==> config.mk <==
export PLATFORM = sky130hd
export DESIGN_NAME = key_event_scheduler
export DESIGN_NICKNAME = d
export VERILOG_FILES = /design/src/rtl/key_event_scheduler.sv
export SDC_FILE = /design/constraint.sdc
export NUM_CORES = 1
export LEC_CHECK = 0
export ABC_AREA = 1
export ABC_CLOCK_PERIOD_IN_PS = 2600
export CORE_MARGIN = 2
export CORE_UTILIZATION = 65
export CTS_BUF_LIST = sky130_fd_sc_hd__clkbuf_4
export CTS_CLUSTER_SIZE = 30
export DETAILED_ROUTE_END_ITERATION = 7
export DONT_BUFFER_PORTS = 1
export GPL_TIMING_DRIVEN = 0
export PLACE_DENSITY_LB_ADDON = 0.1
export SYNTH_ARGS = -nofsm -noshare
export SYNTH_HDL_FRONTEND = slang
export SYNTH_SLANG_ARGS = --single-unit
==> constraint.sdc <==
create_clock -name clk -period 2.6 [get_ports clk]
set_clock_uncertainty 0.15 [all_clocks]
set_input_delay 0.78 -clock clk [delete_from_list [all_inputs] [get_ports clk]]
set_output_delay 0.78 -clock clk [all_outputs]
set_load 0.02 [all_outputs]
==> src/rtl/key_event_scheduler.sv <==
// key_event_scheduler: synchronizes and debounces keys, then queues press events round-robin into a FIFO.
// Define KEY_SCHED_RELEASE_EN to also queue release events (evt_release=1).
module key_event_scheduler #(
    parameter int NUM_KEYS        = 4,
    parameter int SYNC_DEPTH      = 4,
    parameter int DEBOUNCE_CYCLES = 8,
    parameter int FIFO_DEPTH      = 4
) (
    input  logic                        clk,
    input  logic                        reset,
    input  logic [NUM_KEYS-1:0]         key_raw,
    output logic [NUM_KEYS-1:0]         key_level,
    output logic                        evt_valid,
    input  logic                        evt_ready,
    output logic [$clog2(NUM_KEYS)-1:0] evt_id,
    output logic                        evt_release,
    output logic                        overflow
);
    localparam int IDW = $clog2(NUM_KEYS);
    localparam int CW  = $clog2(DEBOUNCE_CYCLES + 1);
    localparam int PW  = $clog2(FIFO_DEPTH);
`ifdef KEY_SCHED_RELEASE_EN
    localparam int EW  = IDW + 1;
`else
    localparam int EW  = IDW;
`endif
    logic [SYNC_DEPTH-1:0] sync [NUM_KEYS];
    logic [CW-1:0]         cnt [NUM_KEYS];
    logic [NUM_KEYS-1:0]   level_d, rise, pend_press, req, gnt_oh, clr_press, lost;
    logic [IDW-1:0]        rr_ptr, gnt_key, idx;
    logic                  found, push, pop, full;
    logic [EW-1:0]         mem [FIFO_DEPTH];
    logic [EW-1:0]         wdata;
    logic [PW-1:0]         wptr, rptr;
    logic [PW:0]           count;

    always_ff @(posedge clk or negedge reset) begin
        if (!reset) begin
            for (int i = 0; i < NUM_KEYS; i++) begin
                sync[i] <= '0;
                cnt[i]  <= '0;
            end
            key_level <= '0;
            level_d   <= '0;
        end else begin
            level_d <= key_level;
            for (int i = 0; i < NUM_KEYS; i++) begin
                sync[i]      <= {sync[i][SYNC_DEPTH-2:0], key_raw[i]};
                cnt[i]       <= (sync[i][SYNC_DEPTH-1] == key_level[i] || cnt[i] == CW'(DEBOUNCE_CYCLES - 1)) ? '0 : cnt[i] + 1'b1;
                key_level[i] <= (sync[i][SYNC_DEPTH-1] != key_level[i] && cnt[i] == CW'(DEBOUNCE_CYCLES - 1)) ? sync[i][SYNC_DEPTH-1] : key_level[i];
            end
        end
    end

    assign rise = key_level & ~level_d;
`ifdef KEY_SCHED_RELEASE_EN
    logic [NUM_KEYS-1:0] fall, pend_rel, clr_rel;
    logic                gnt_rel;
    assign fall      = ~key_level & level_d;
    assign req       = pend_press | pend_rel;
    assign clr_press = gnt_rel ? '0 : gnt_oh;
    assign clr_rel   = gnt_rel ? gnt_oh : '0;
    assign lost      = (rise & pend_press) | (fall & pend_rel);
    assign wdata     = {gnt_rel, gnt_key};
    assign evt_release = evt_valid & mem[rptr][IDW];

    always_ff @(posedge clk or negedge reset) begin
        if (!reset)
            pend_rel <= '0;
        else
            pend_rel <= (pend_rel & ~clr_rel) | (fall & ~pend_rel);
    end
`else
    assign req       = pend_press;
    assign clr_press = gnt_oh;
    assign lost      = rise & pend_press;
    assign wdata     = gnt_key;
    assign evt_release = 1'b0;
`endif

    // First requesting key at or after rr_ptr wins; press outranks release of the same key.
    always_comb begin
        found   = 1'b0;
        gnt_key = '0;
        idx     = '0;
`ifdef KEY_SCHED_RELEASE_EN
        gnt_rel = 1'b0;
`endif
        for (int j = 0; j < NUM_KEYS; j++) begin
            idx = IDW'((int'(rr_ptr) + j) % NUM_KEYS);
            if (!found && req[idx]) begin
                found   = 1'b1;
                gnt_key = idx;
`ifdef KEY_SCHED_RELEASE_EN
                gnt_rel = !pend_press[idx];
`endif
            end
        end
    end

    assign full   = count == (PW+1)'(FIFO_DEPTH);
    assign pop    = evt_valid && evt_ready;
    assign push   = found && (!full || pop);
    assign gnt_oh = push ? NUM_KEYS'(1) << gnt_key : '0;

    always_ff @(posedge clk or negedge reset) begin
        if (!reset) begin
            pend_press <= '0;
            rr_ptr     <= '0;
            overflow   <= 1'b0;
            wptr       <= '0;
            rptr       <= '0;
            count      <= '0;
        end else begin
            pend_press <= (pend_press & ~clr_press) | (rise & ~pend_press);
            overflow   <= overflow | (|lost);
            rr_ptr     <= push ? ((gnt_key == IDW'(NUM_KEYS - 1)) ? '0 : gnt_key + 1'b1) : rr_ptr;
            wptr       <= wptr + PW'(push);
            rptr       <= rptr + PW'(pop);
            count      <= count + (PW+1)'(push) - (PW+1)'(pop);
        end
    end

    always_ff @(posedge clk) begin
        if (push)
            mem[wptr] <= wdata;
    end

    assign evt_valid = count != '0;
    assign evt_id    = evt_valid ? mem[rptr][IDW-1:0] : '0;
endmodule

# After elaboration in Yosys (flattened, before gate mapping)
# Memories as Yosys holds them, arrays and structs flattened.
# Cells that the tools add are included.
[classes]
add_sub_neg = 12
n_lt_le_gt_ge = 4
eq_ne = 14
shift = 1
n_mux = 25
bitwise = 9
reduce_logical = 20
[op_table]
columns = ["op", "count"]
rows = [
  ["two-way mux 4 bit", 5],
  ["adder 4 x 1 -> 4 bit, second input constant", 4],
  ["bitwise AND 4 bit", 4],
  ["== test 4 x 3 -> 1 bit, second input constant", 4],
  ["< comparator 2 x 3 -> 1 bit, second input constant", 4],
  ["two-way mux 2 bit", 6],
  ["inverter 4 bit", 3],
  ["two-way mux 1 bit", 10],
  ["logical AND 1 bit", 9],
  ["binary-select mux 1 bit (select 2 bit)", 4],
  ["logical OR 1 bit", 5],
  ["adder 2 x 1 -> 2 bit", 2],
  ["adder 2 x 1 -> 2 bit, second input constant", 2],
  ["adder 2 bit, second input constant", 2],
  ["== test 1 bit", 4],
  ["zero test 1 bit", 4],
  ["inequality test 1 bit", 4],
  ["OR 4 bit", 1],
  ["OR reduction 4 bit", 1],
  ["left shift 1 x 2 -> 4 bit, first input constant", 1],
  ["adder 3 x 1 -> 3 bit", 1],
  ["== test 3 bit, second input constant", 1],
  ["nonzero test 3 bit", 1],
  ["subtractor 3 x 1 -> 3 bit", 1],
  ["other kinds (2)", 2],
]
[totals]
register_bits = 54
ram_bits = 8
input_bits = 7
out_inout_bits = 9
wordCells = 105
memories = 1
[memory_table]
columns = ["name", "words", "word_bits", "rd", "rd_clocked_by_memory_dff", "write_ports", "line_no", "rtl"]
rows = [
  ["mem", 4, 2, 1, 0, 1, "32", "logic [EW-1:0] mem [FIFO_DEPTH];"],
]

# Logic depth before layout (Yosys ltp)
# Gate-level depths: netlist of the first run.
[depth]
ltp_word = 17
depth_mapped = 17
ltp_nobuf = 17

# Least setup slack after synthesis of the first run
# No wires, ideal clock.
[synth_path]
path_kind = "input -> register"
from = "input port evt_ready"
to = "register count[1]"
setup_ns = 0.064
arrival_ns = 1.944
required_time_ns = 2.386
setup_slack_ns = 0.442
path_stages = 8
n_path_buf = 0
path_cell_list = "inv_1 -> nand3_1 -> nand2_4 -> inv_1 -> ha_1 -> inv_1 -> fa_1 -> inv_1"
[synth_via]
elab_chain_cells = 5
[synth_lines]
columns = ["element", "line_no", "rtl"]
rows = [
  ["start, declared", "14", "input logic evt_ready,"],
  ["logical AND 1 bit", "102", "assign pop = evt_valid && evt_ready;"],
  ["logical OR 1 bit", "103", "assign push = found && (!full || pop);"],
  ["logical AND 1 bit", "103", ""],
  ["via push", "31", "logic found, push, pop, full;"],
  ["adder 3 x 1 -> 3 bit", "120", "count <= count + (PW+1)'(push) - (PW+1)'(pop);"],
  ["subtractor 3 x 1 -> 3 bit", "120", ""],
  ["end signal, assigned", "120", ""],
  ["end, declared", "35", "logic [PW:0] count;"],
]
# The timed path passes the listed nets, and every way through them passes these cells.
# A chain may end at the register's enable or synchronous reset.

# Worst setup path after layout of the first run
[layout_path]
from = "register rptr[0]"
to = "output port evt_id[0]"
[layout_via]
elab_chain_cells = 2
[layout_lines]
columns = ["element", "line_no", "rtl"]
rows = [
  ["start, declared", "34", "logic [PW-1:0] wptr, rptr;"],
  ["start signal, assigned", "119", "rptr <= rptr + PW'(pop);"],
  ["memory (4 x 2 bit)", "n/a", ""],
  ["two-way mux 2 bit", "130", "assign evt_id = evt_valid ? mem[rptr][IDW-1:0] : '0;"],
  ["end, declared", "15", "output logic [$clog2(NUM_KEYS)-1:0] evt_id,"],
]
# No other way between the ends.

==> impl_metrics.py, run 1 <==
metrics = {
    "clocking": {
        "cts_root_buffer": "clkbuf_4",
        "cts_made_buffers": 9,
        "h-tree-depth": 3,
        "clock_path_buffers": 2,
        "post-cts-setup-buffer-count": 0,
        "cts_tree": "built",
        "clk_pin_slew_ns": 0.11,
        "clk_latency_ns": 0.39,
        "cts_num_sinks": 62,
    },
    "route": {
        "first_pass_iters": 4,
        "wl_um": 4193,
        "ant_nets": 0,
        "post_drt_wl_per_cell_um": 12.19,
        "vias_per_cell": 4.983,
        "first_iter_violations": 91,
        "drc": 0,
        "vias": 1714,
    },
    "global_route": {
        "gr-usage-met2": 0.3389,
        "grt_pass1_wl_um": 7148,
        "busiest_layer": "met2",
        "use_met3": 0.06169,
        "overflow": 0,
        "grt_max_degree": 55,
        "grt_pass1_vias": 1613,
        "use_met1": 0.2717,
        "grt_use_total": 0.2163,
        "antenna_found_initial": 0,
    },
    "sta": {
        "fin_setup_tns_ns": 0,
        "slew_violations": 0,
        "max_freq_ghz": 0.4123,
        "rsz0062_at_grt": "no",
        "post-route-period-util": 0.9330,
        "min_period_ns": 2.426,
        "setup_viol": 0,
        "worst_slack_ns": 0.1743,
        "hold_violations": 0,
    },
    "synth": {
        "synth-seq-cells": 62,
        "synth_cell_type_count": 27,
        "syn_nets": 297,
        "yosysWarnings": 0,
        "synth_seq_area_share": 0.5819,
        "syn_avg_cell_area_um2": 9.874,
        "syn_inst": 277,
        "netlist_area_mm2": 0.002735,
    },
    "setup_path": {
        "critPathMaxFanout": 6,
        "cpPeakStageDelay_ns": 0.46,
        "path_class": "flop to output pin",
        "startpoint_type": "flop",
        "required_ns": 1.67,
        "cp_cell_sequence": "nor2_1 -> nor2_1 -> o21ai_0 -> a21oi_1",
        "cp-end-kind": "output pin",
        "arrival_ns": 1.50,
        "r2r_cells": 13,
        "crit_buf_inv": 0,
        "cp_num_cells": 4,
        "worst_path_max_delay_cell": "dfrtp_1",
        "path_common_cell": "nor2_1",
        "crit_family": "compound AO/OA/AOI/OAI gates",
    },
    "floorplan": {
        "core_mm2": 0.004029,
        "rows": 23,
        "start_util": 0.6789,
        "fp.dieW_um": 68.87,
        "die_y_um": 68.87,
        "dieArea_mm2": 0.004743,
        "io_pins": 16,
    },
    "min_path": {
        "hold_path_class": "input port to asynchronous set/reset pin",
    },
    "final_layout": {
        "nNetsFinal": 309,
        "drive_gt1_frac": 0.1122,
        "fin_area_mm2": 0.002942,
        "diodes": 0,
        "area_growth_pct": 7.548,
    },
    "place": {
        "portBuffers": 0,
        "pre_cts_slack_ns": 0.2316,
        "gp_congestion": 0.7644,
        "placed_area_mm2": 0.002798,
        "hpwl_um": 2950,
    },
    "power_and_ir_drop": {
        "ir_drop_uv": 622.3,
        "leakagePower_uw": 0.001518,
        "p_per_area_mw_per_mm2": 1397,
    },
    "flow_run": {
        "max-cap-violations": 0,
    },
    "status": {
        "status": "completed",
    },
}
stage by stage:
| step | util | hold slack [ns] | instances | total power, uW |
|---|---|---|---|---|
| floorplan | - | 0.1812 | 277 | 3147 |
| global placement | 0.6944 | 0.1836 | 327 | 3454 |
| detailed placement | 0.6944 | 0.1856 | 327 | 3564 |
| CTS | 0.7283 | 0.07366 | 344 | 4132 |
| global route | 0.7301 | 0.06801 | 344 | 4522 |
| finish | 0.7301 | 0.07802 | 344 | 4109 |
cells in the final DEF (no fill, tap or decap), drive strengths merged, types with 2 or more instances in the layout:
cell type,count
clkinv,5
mux2,4
nand3,21
clkbuf,11
nand2,67
o21ai,7
ha,12
buf,3
o22ai,2
inv,42
dfrtp,54
nor2,35
edfxtp,8
a21oi,2
xor2,10
xnor2,6
worst register-to-register path, cell delays in order, from the launching register on:
cell and delay, ns:
dfrtp_1 0.43, buf_6 0.16, nand2_1 0.06, o21ai_0 0.08, nand2_1 0.10, nand2_2 0.08, nor2_4 0.15, nand3_4 0.14
nand2_4 0.13, inv_1 0.08, ha_1 0.19, inv_1 0.07, fa_1 0.41, inv_1 0.07
power by group:
part | total [uW] | leakage (uW) | internal [uW] | switching (uW)
logic | 1890 | 0.000704 | 679 | 1210
clock network | 538 | 0.0000657 | 211 | 327
registers | 1680 | 0.000748 | 1400 | 284
cell type report:
cell class / instances / area, um^2
Buffer: 2 / 18.77
Timing Repair Buffer: 1 / 27.53
Fill cell: 295 / 1087
Clock buffer: 11 / 82.58
Inverter: 42 / 157.7
Multi-Input combinational cell: 171 / 974.7
Sequential cell: 62 / 1592
Tap cell: 50 / 62.56
Clock inverter: 5 / 26.28
what timing repair did:
item,in CTS,in global routing
hold endpoints to repair,54,0
hold buffers,1,0
setup endpoints to repair,0,4
gates resized for setup,0,2
kinds of logic after synthesis:
kind of cell	share of synthesized area
AOI/OAI and AO/OA	0.02516
xor gates and xnor gates	0.05123
adders and majority gates	0.06221
buffers and inverters	0.06450
DFF	0.5819
muxes	0.01647
other	0.001371
and+or+nand+nor	0.1972
layer usage:
layer / part of all wire / routed length, um
met5: 0 / 0
met4: 0.020 / 85
met1: 0.46 / 1926
met3: 0.033 / 138
met2: 0.49 / 2042
registers in the layout, indices dropped and copies added (netlist names):
| signal | cells |
|---|---|
| cnt | 16 |
| count | 3 |
| key_level | 4 |
| level_d | 4 |
| mem | 8 |
| overflow | 1 |
| pend_press | 4 |
| rptr | 2 |
| rr_ptr | 2 |
| sync | 16 |
| wptr | 2 |
cell usage after synthesis:
library cell	number	share of area
nand2_1	61	0.084
dfrtp_1	54	0.49
inv_1	41	0.056
nor2_1	34	0.047
nand3_1	20	0.037
ha_1	12	0.055
xor2_1	10	0.032
edfxtp_1	8	0.088
xnor2_1	6	0.019
nand2_2	5	0.011
o21ai_0	5	0.0091
mux2_2	4	0.016
a21oi_1	2	0.0037
o22ai_1	2	0.0046
buf_4	1	0.0027
buf_6	1	0.0041
conb_1	1	0.0014
fa_1	1	0.0073
inv_2	1	0.0014
nand2_4	1	0.0041
nand3_4	1	0.0064
nor2_4	1	0.0041
nor3_1	1	0.0018
o21ai_1	1	0.0018
o21ai_2	1	0.0032
o21bai_1	1	0.0027
or3_1	1	0.0023
worst paths after layout:
check	from	to	slack, ns
max	rptr[0]$_DFF_PN0_	evt_id[0]	0.17
min in group clk	sync[14]$_DFF_PN0_	sync[15]$_DFF_PN0_	0.20
max reg2reg	rr_ptr[0]$_DFFE_PN0P_	count[1]$_DFF_PN0_	0.25
min reg2reg	sync[14]$_DFF_PN0_	sync[15]$_DFF_PN0_	0.20
min	reset	pend_press[1]$_DFF_PN0_	0.08
max in group asynchronous	reset	sync[13]$_DFF_PN0_	2.00
Power figures use the tool's default switching activity.
==> run 2, diff against run 1 <==
- ABC_AREA: 1 -> not set
==> run 2 against run 1 <==
- synthesized cell count down 36%
- via count down 19%
- utilization up 0.67 points
- sequential share of layout area up 4.9 points
- largest power group is now sequential cells
- clock-buffer cell count down 1
- worst hold slack worse by 0.013 ns
==> impl_metrics.py, run 2 <==
metrics = {
    "min_path": {
        "hold_path_class": "input port to asynchronous set/reset pin",
    },
    "setup_path": {
        "cp_cell_sequence": "mux4_2 -> nor2b_1",
        "crit_buf_inv": 0,
        "worst_path_max_delay_cell": "mux4_2",
        "cpPeakStageDelay_ns": 0.51,
        "reg2reg_slack_ns": 0.25,
        "cp-end-kind": "output pin",
        "arrival_ns": 1.56,
        "crit_family": "multiplexers",
        "startpoint_type": "flop",
        "rr_endpoint": "rr_ptr[1]$_DFFE_PN0P_",
        "critPathMaxFanout": 3,
        "r2r_start": "rr_ptr[1]$_DFFE_PN0P_",
        "required_ns": 1.67,
        "path_class": "flop to output pin",
        "r2r_cells": 5,
    },
    "sta": {
        "slew_violations": 0,
        "max_freq_ghz": 0.4018,
        "min_period_ns": 2.489,
        "rsz0062_at_grt": "no",
        "fin_setup_tns_ns": 0,
        "post-route-period-util": 0.9573,
        "worst_pin_slew_ns": 0.7727,
        "slew-limit-headroom": 0.4809,
        "hold_violations": 0,
        "setup_viol": 0,
        "hold_slack_ns": 0.06550,
    },
    "flow_run": {
        "max-cap-violations": 0,
    },
    "synth": {
        "synth_ff_type": "dfrtp_1",
        "syn_avg_cell_area_um2": 13.92,
        "synth.area.top_cells": "dfrtp_1 55%, edfxtp_1 9.7%, ha_1 6.1%",
        "netlist_area_mm2": 0.002477,
        "synth_top_area_share": 0.5455,
        "yosysTopAreaCell": "dfrtp_1",
        "synthTopCellsByCount": "54 x dfrtp_1, 14 x nor2_1, 14 x xor2_1",
        "syn_inst": 178,
        "synth-seq-cells": 62,
        "yosysWarnings": 0,
        "synth-async-reset-ratio": 0.8710,
        "post-synth-top-count-cell": "dfrtp_1",
        "syn_nets": 198,
        "synth_cell_type_count": 38,
        "synth_seq_area_share": 0.6424,
        "synth_enable_flop_cells": 8,
    },
    "final_layout": {
        "final_cell_mix": "54 x dfrtp_1, 14 x xor2_1, 14 x nor2_1",
        "reg_top3": "cnt: 16 flops, sync: 16 flops, mem: 8 flops",
        "area_growth_pct": 8.889,
        "diodes": 0,
        "drive_gt1_frac": 0.1590,
        "nNetsFinal": 210,
        "final_common_cell": "dfrtp_1",
    },
    "global_route": {
        "busiest_layer": "met2",
        "grt_pass1_vias": 1453,
        "antenna_found_initial": 0,
        "overflow": 0,
        "use_met3": 0.08562,
        "grt_max_degree": 55,
        "use_met1": 0.2937,
        "grt_use_total": 0.2304,
        "gr-usage-met2": 0.3422,
        "grt_pass1_wl_um": 7010,
    },
    "route": {
        "drc": 0,
        "first_pass_iters": 4,
        "vias_per_cell": 5.695,
        "post_drt_wl_per_cell_um": 16.42,
        "wl_um": 3990,
        "vias": 1384,
        "ant_nets": 0,
        "first_iter_violations": 94,
    },
    "power_and_ir_drop": {
        "p_int_uw": 2148,
        "p_per_area_mw_per_mm2": 1256,
        "power.switching_uw": 1240,
        "clkPwrFrac": 0.184,
        "ir_drop_uv": 534.6,
        "p_seq_frac": 0.485,
        "combPwrFrac": 0.331,
        "p_sw_frac": 0.3661,
        "leakagePower_uw": 0.001291,
    },
    "place": {
        "portBuffers": 0,
        "hpwl_um": 2558,
        "gp_congestion": 0.8220,
    },
    "clocking": {
        "cts_made_buffers": 9,
        "cts_root_buffer": "clkbuf_4",
        "cts_num_sinks": 62,
        "clk_pin_slew_ns": 0.11,
        "h-tree-depth": 3,
        "clk_latency_ns": 0.40,
        "cts_tree": "built",
        "post-cts-setup-buffer-count": 0,
        "clock_path_buffers": 2,
    },
    "floorplan": {
        "die_y_um": 65.74,
        "start_util": 0.6767,
        "dieArea_mm2": 0.004321,
        "io_pins": 16,
        "fp.dieW_um": 65.74,
        "rows": 22,
        "core_mm2": 0.003661,
    },
    "status": {
        "status": "completed",
    },
}
==> run 2: kinds of logic (layout without fill, tap and decap cells) <==
logic type,count (synthesis),in the layout,share of synthesized area
muxes,8,8,0.04646
adders and majority gates,13,13,0.06869
xor gates and xnor gates,16,16,0.05657
and+or+nand+nor,52,52,0.1126
DFF,62,62,0.6424
AOI/OAI and AO/OA,15,15,0.04899
other,1,1,0.001514
buffers and inverters,11,28,0.02272
==> run 2: repair_timing <==
item,4_1_cts,5_1_grt
endpoints found under the hold margin,54,0
endpoints found under the setup margin,0,1
gates resized for setup,0,1
hold buffers,1,0
==> run 2: worst max-delay path by stage <==
stage / startpoint / end / slack (ns) / depth (start not counted)
2_1_floorplan: evt_ready / count[1]$_DFF_PN0_ / 0.16 / 8
3_3_place_gp: evt_ready / count[1]$_DFF_PN0_ / 0.06 / 8
3_5_place_dp: evt_ready / count[2]$_DFF_PN0_ / 0.05 / 9
4_1_cts: count[1]$_DFF_PN0_ / count[2]$_DFF_PN0_ / 0.1 / 9
5_1_grt: rptr[0]$_DFF_PN0_ / evt_id[0] / 0.03 / 2
6_report: rptr[0]$_DFF_PN0_ / evt_id[1] / 0.11 / 2
==> run 2: metal layers <==
layer / vias up / wire, um
met3: 13 / 245
met5: - / 0
met4: 0 / 98
met1: 685 / 1673
met2: 49 / 1972
li1: 637 / -
==> run 2: area by class of cell <==
type	count	area, um^2
well taps	48	60.06
multi-input cells	105	834.6
clock buffers	10	75.07
clock inverters	6	52.55
repair buffers	1	27.53
plain buffers	4	25.02
fillers	229	963.4
flip-flops and latches	62	1592
inverters	7	31.28
==> run 2: metrics by stage <==
step / power, uW / std cells / cell area [um^2] / utilization / setup WS (ns)
CTS: 3377 / 243 / 2693 / 0.7355 / 0.09893
floorplan: 2469 / 178 / 2477 / - / 0.1594
finish: 3388 / 243 / 2698 / 0.7368 / 0.1111
global route: 3635 / 243 / 2698 / 0.7368 / 0.02506
global placement: 2627 / 226 / 2537 / 0.6931 / 0.05753
detailed placement: 2716 / 226 / 2537 / 0.6931 / 0.04834
==> run 2: power groups by stage <==
| stage | Combinational, uW | Clock, uW | Sequential, uW |
|---|---|---|---|
| after floorplan | 881 | 0 | 1590 |
| after global placement | 997 | 0 | 1630 |
| after detailed placement | 1060 | 0 | 1660 |
| after CTS | 1100 | 635 | 1640 |
| after global routing | 1260 | 684 | 1690 |
| final | 1120 | 625 | 1640 |
==> run 3, diff against run 2 <==
- PLACE_DENSITY: not set -> 0.78
- PLACE_DENSITY_LB_ADDON: 0.1 -> not set
==> run 3 against run 2 <==
- non-clock buffer count stayed put
- utilization is 0.51 points higher
- worst setup slack better by 0.019 ns
- cell count stayed put
- sequential power hardly changed
- total power is 1.5% higher
- register-to-register slack worse by 0.10 ns
- global-route usage is 1.6 points lower
- via count is 2.1% lower
==> impl_metrics.py, run 3 (synthesis results as in run 2) <==
metrics = {
    "sta": {
        "slew_violations": 0,
        "hold_violations": 0,
        "max_freq_ghz": 0.4049,
        "rsz0062_at_grt": "no",
        "min_period_ns": 2.469,
        "worst_pin_slew_ns": 0.7109,
        "slew-limit-headroom": 0.5224,
        "setup_viol": 0,
        "post-route-period-util": 0.9498,
        "fin_setup_tns_ns": 0,
    },
    "clocking": {
        "cts_tree": "built",
        "clk_latency_ns": 0.40,
        "cts_num_sinks": 62,
        "cts_resized": 0,
        "cts_made_buffers": 9,
        "clock_path_buffers": 2,
        "h-tree-depth": 3,
        "clk_pin_slew_ns": 0.11,
        "cts_root_buffer": "clkbuf_4",
    },
    "power_and_ir_drop": {
        "power_uw": 3438,
        "leakagePower_uw": 0.001298,
        "p_per_area_mw_per_mm2": 1266,
        "ir_drop_uv": 719.3,
    },
    "global_route": {
        "overflow": 0,
        "grt_pass1_vias": 1417,
        "antenna_found_initial": 0,
        "grt_max_degree": 55,
        "grt_pass1_wl_um": 6417,
        "grt_use_total": 0.2140,
    },
    "route": {
        "first_iter_violations": 85,
        "ant_nets": 0,
        "first_pass_iters": 7,
        "wl_um": 3785,
        "vias_per_cell": 5.576,
        "post_drt_wl_per_cell_um": 15.58,
        "vias": 1355,
        "drc": 0,
    },
    "place": {
        "hpwl_um": 2518,
        "portBuffers": 0,
        "gp_congestion": 0.7977,
    },
    "floorplan": {
        "start_util": 0.6767,
        "core_mm2": 0.003661,
        "rows": 22,
        "fp.dieW_um": 65.74,
        "dieArea_mm2": 0.004321,
        "io_pins": 16,
        "die_y_um": 65.74,
    },
    "setup_path": {
        "crit_end": "evt_id[1]",
        "rr_endpoint": "count[2]$_DFF_PN0_",
        "path_class": "flop to output pin",
        "arrival_ns": 1.54,
        "critPathMaxFanout": 3,
        "reg2reg_slack_ns": 0.15,
        "critPathLaunch": "rptr[0]$_DFF_PN0_",
        "r2r_cells": 9,
        "cp-end-kind": "output pin",
        "r2r_start": "count[1]$_DFF_PN0_",
        "startpoint_type": "flop",
        "required_ns": 1.67,
    },
    "min_path": {
        "hold_path_class": "input port to asynchronous set/reset pin",
    },
    "final_layout": {
        "drive_gt1_frac": 0.1487,
        "final_common_cell": "dfrtp_1",
        "nNetsFinal": 210,
        "reg_top3": "cnt: 16 flops, sync: 16 flops, mem: 8 flops",
        "diodes": 0,
        "final.fill_count": 230,
        "area_growth_pct": 9.647,
        "final_cell_mix": "54 x dfrtp_1, 14 x xor2_1, 14 x nor2_1",
    },
    "status": {
        "status": "completed",
    },
    "flow_run": {
        "max-cap-violations": 0,
    },
}
-- run 3: cell count changes in the layout (fill, tap and decap cells not counted) --
cell       previous run  this run
clkinv_1              2         3
bufinv_16             1         2
nor3_1                2         3
nor3_2                1         0
clkinv_2              3         1
-- run 3: metrics by stage --
step           utilization  worst slack, ns  cells  hold slack [ns]  area, um^2
5_1_grt             0.7420          0.01550    243          0.05123        2716
6_report            0.7420           0.1305    243          0.06971        2716
4_1_cts             0.7420          0.09599    243          0.05901        2716
2_1_floorplan            -           0.1594    178           0.1812        2477
3_3_place_gp        0.6931          0.04334    226           0.1824        2537
3_5_place_dp        0.6931          0.04968    226           0.1878        2537
-- run 3: power by group --
part,leakage [uW],switching (uW),internal (uW)
Sequential,0.000748,303,1350
Clock,0.0000829,316,390
Combinational,0.000467,577,506
-- run 3: repair_timing --
item | 4_1_cts | 5_1_grt
hold endpoints to repair | 54 | 0
endpoints found under the setup margin | 0 | 0
buffers inserted | 0 | 0
hold buffers | 1 | 0
-- run 3: layer usage --
layer,global-route usage,up-vias,share of wire
met1,0.2479,676,0.40
met4,0.1042,0,0.0048
met2,0.3409,35,0.54
met5,0,-,0
li1,-,642,-
met3,0.09247,2,0.052
-- run 3: final cells by class --
class | instances | area [um^2] | share of cell area
plain buffers | 4 | 25.02 | 0.009212
flip-flops and latches | 62 | 1592 | 0.5859
multi-input cells | 105 | 829.5 | 0.3054
well taps | 48 | 60.06 | 0.02211
clock inverters | 6 | 76.32 | 0.02810
inverters | 7 | 31.28 | 0.01152
repair buffers | 1 | 27.53 | 0.01013
clock buffers | 10 | 75.07 | 0.02764
-- run 3: worst min path at each step --
stage                               to               start  depth (start not counted)  slack (ns)
floorplan           sync[10]$_DFF_PN0_   sync[9]$_DFF_PN0_                          0        0.18
global placement    sync[11]$_DFF_PN0_  sync[10]$_DFF_PN0_                          0        0.18
detailed placement  sync[13]$_DFF_PN0_  sync[12]$_DFF_PN0_                          0        0.19
CTS                  sync[7]$_DFF_PN0_               reset                          1        0.06
global route         sync[7]$_DFF_PN0_               reset                          1        0.05
finish               sync[7]$_DFF_PN0_               reset                          1        0.07
-- run 3: worst max-delay path, stage by stage, from the launching register on --
cell and delay [ns]:
dfrtp_1 0.44, mux4_2 0.51, nor2b_1 0.21
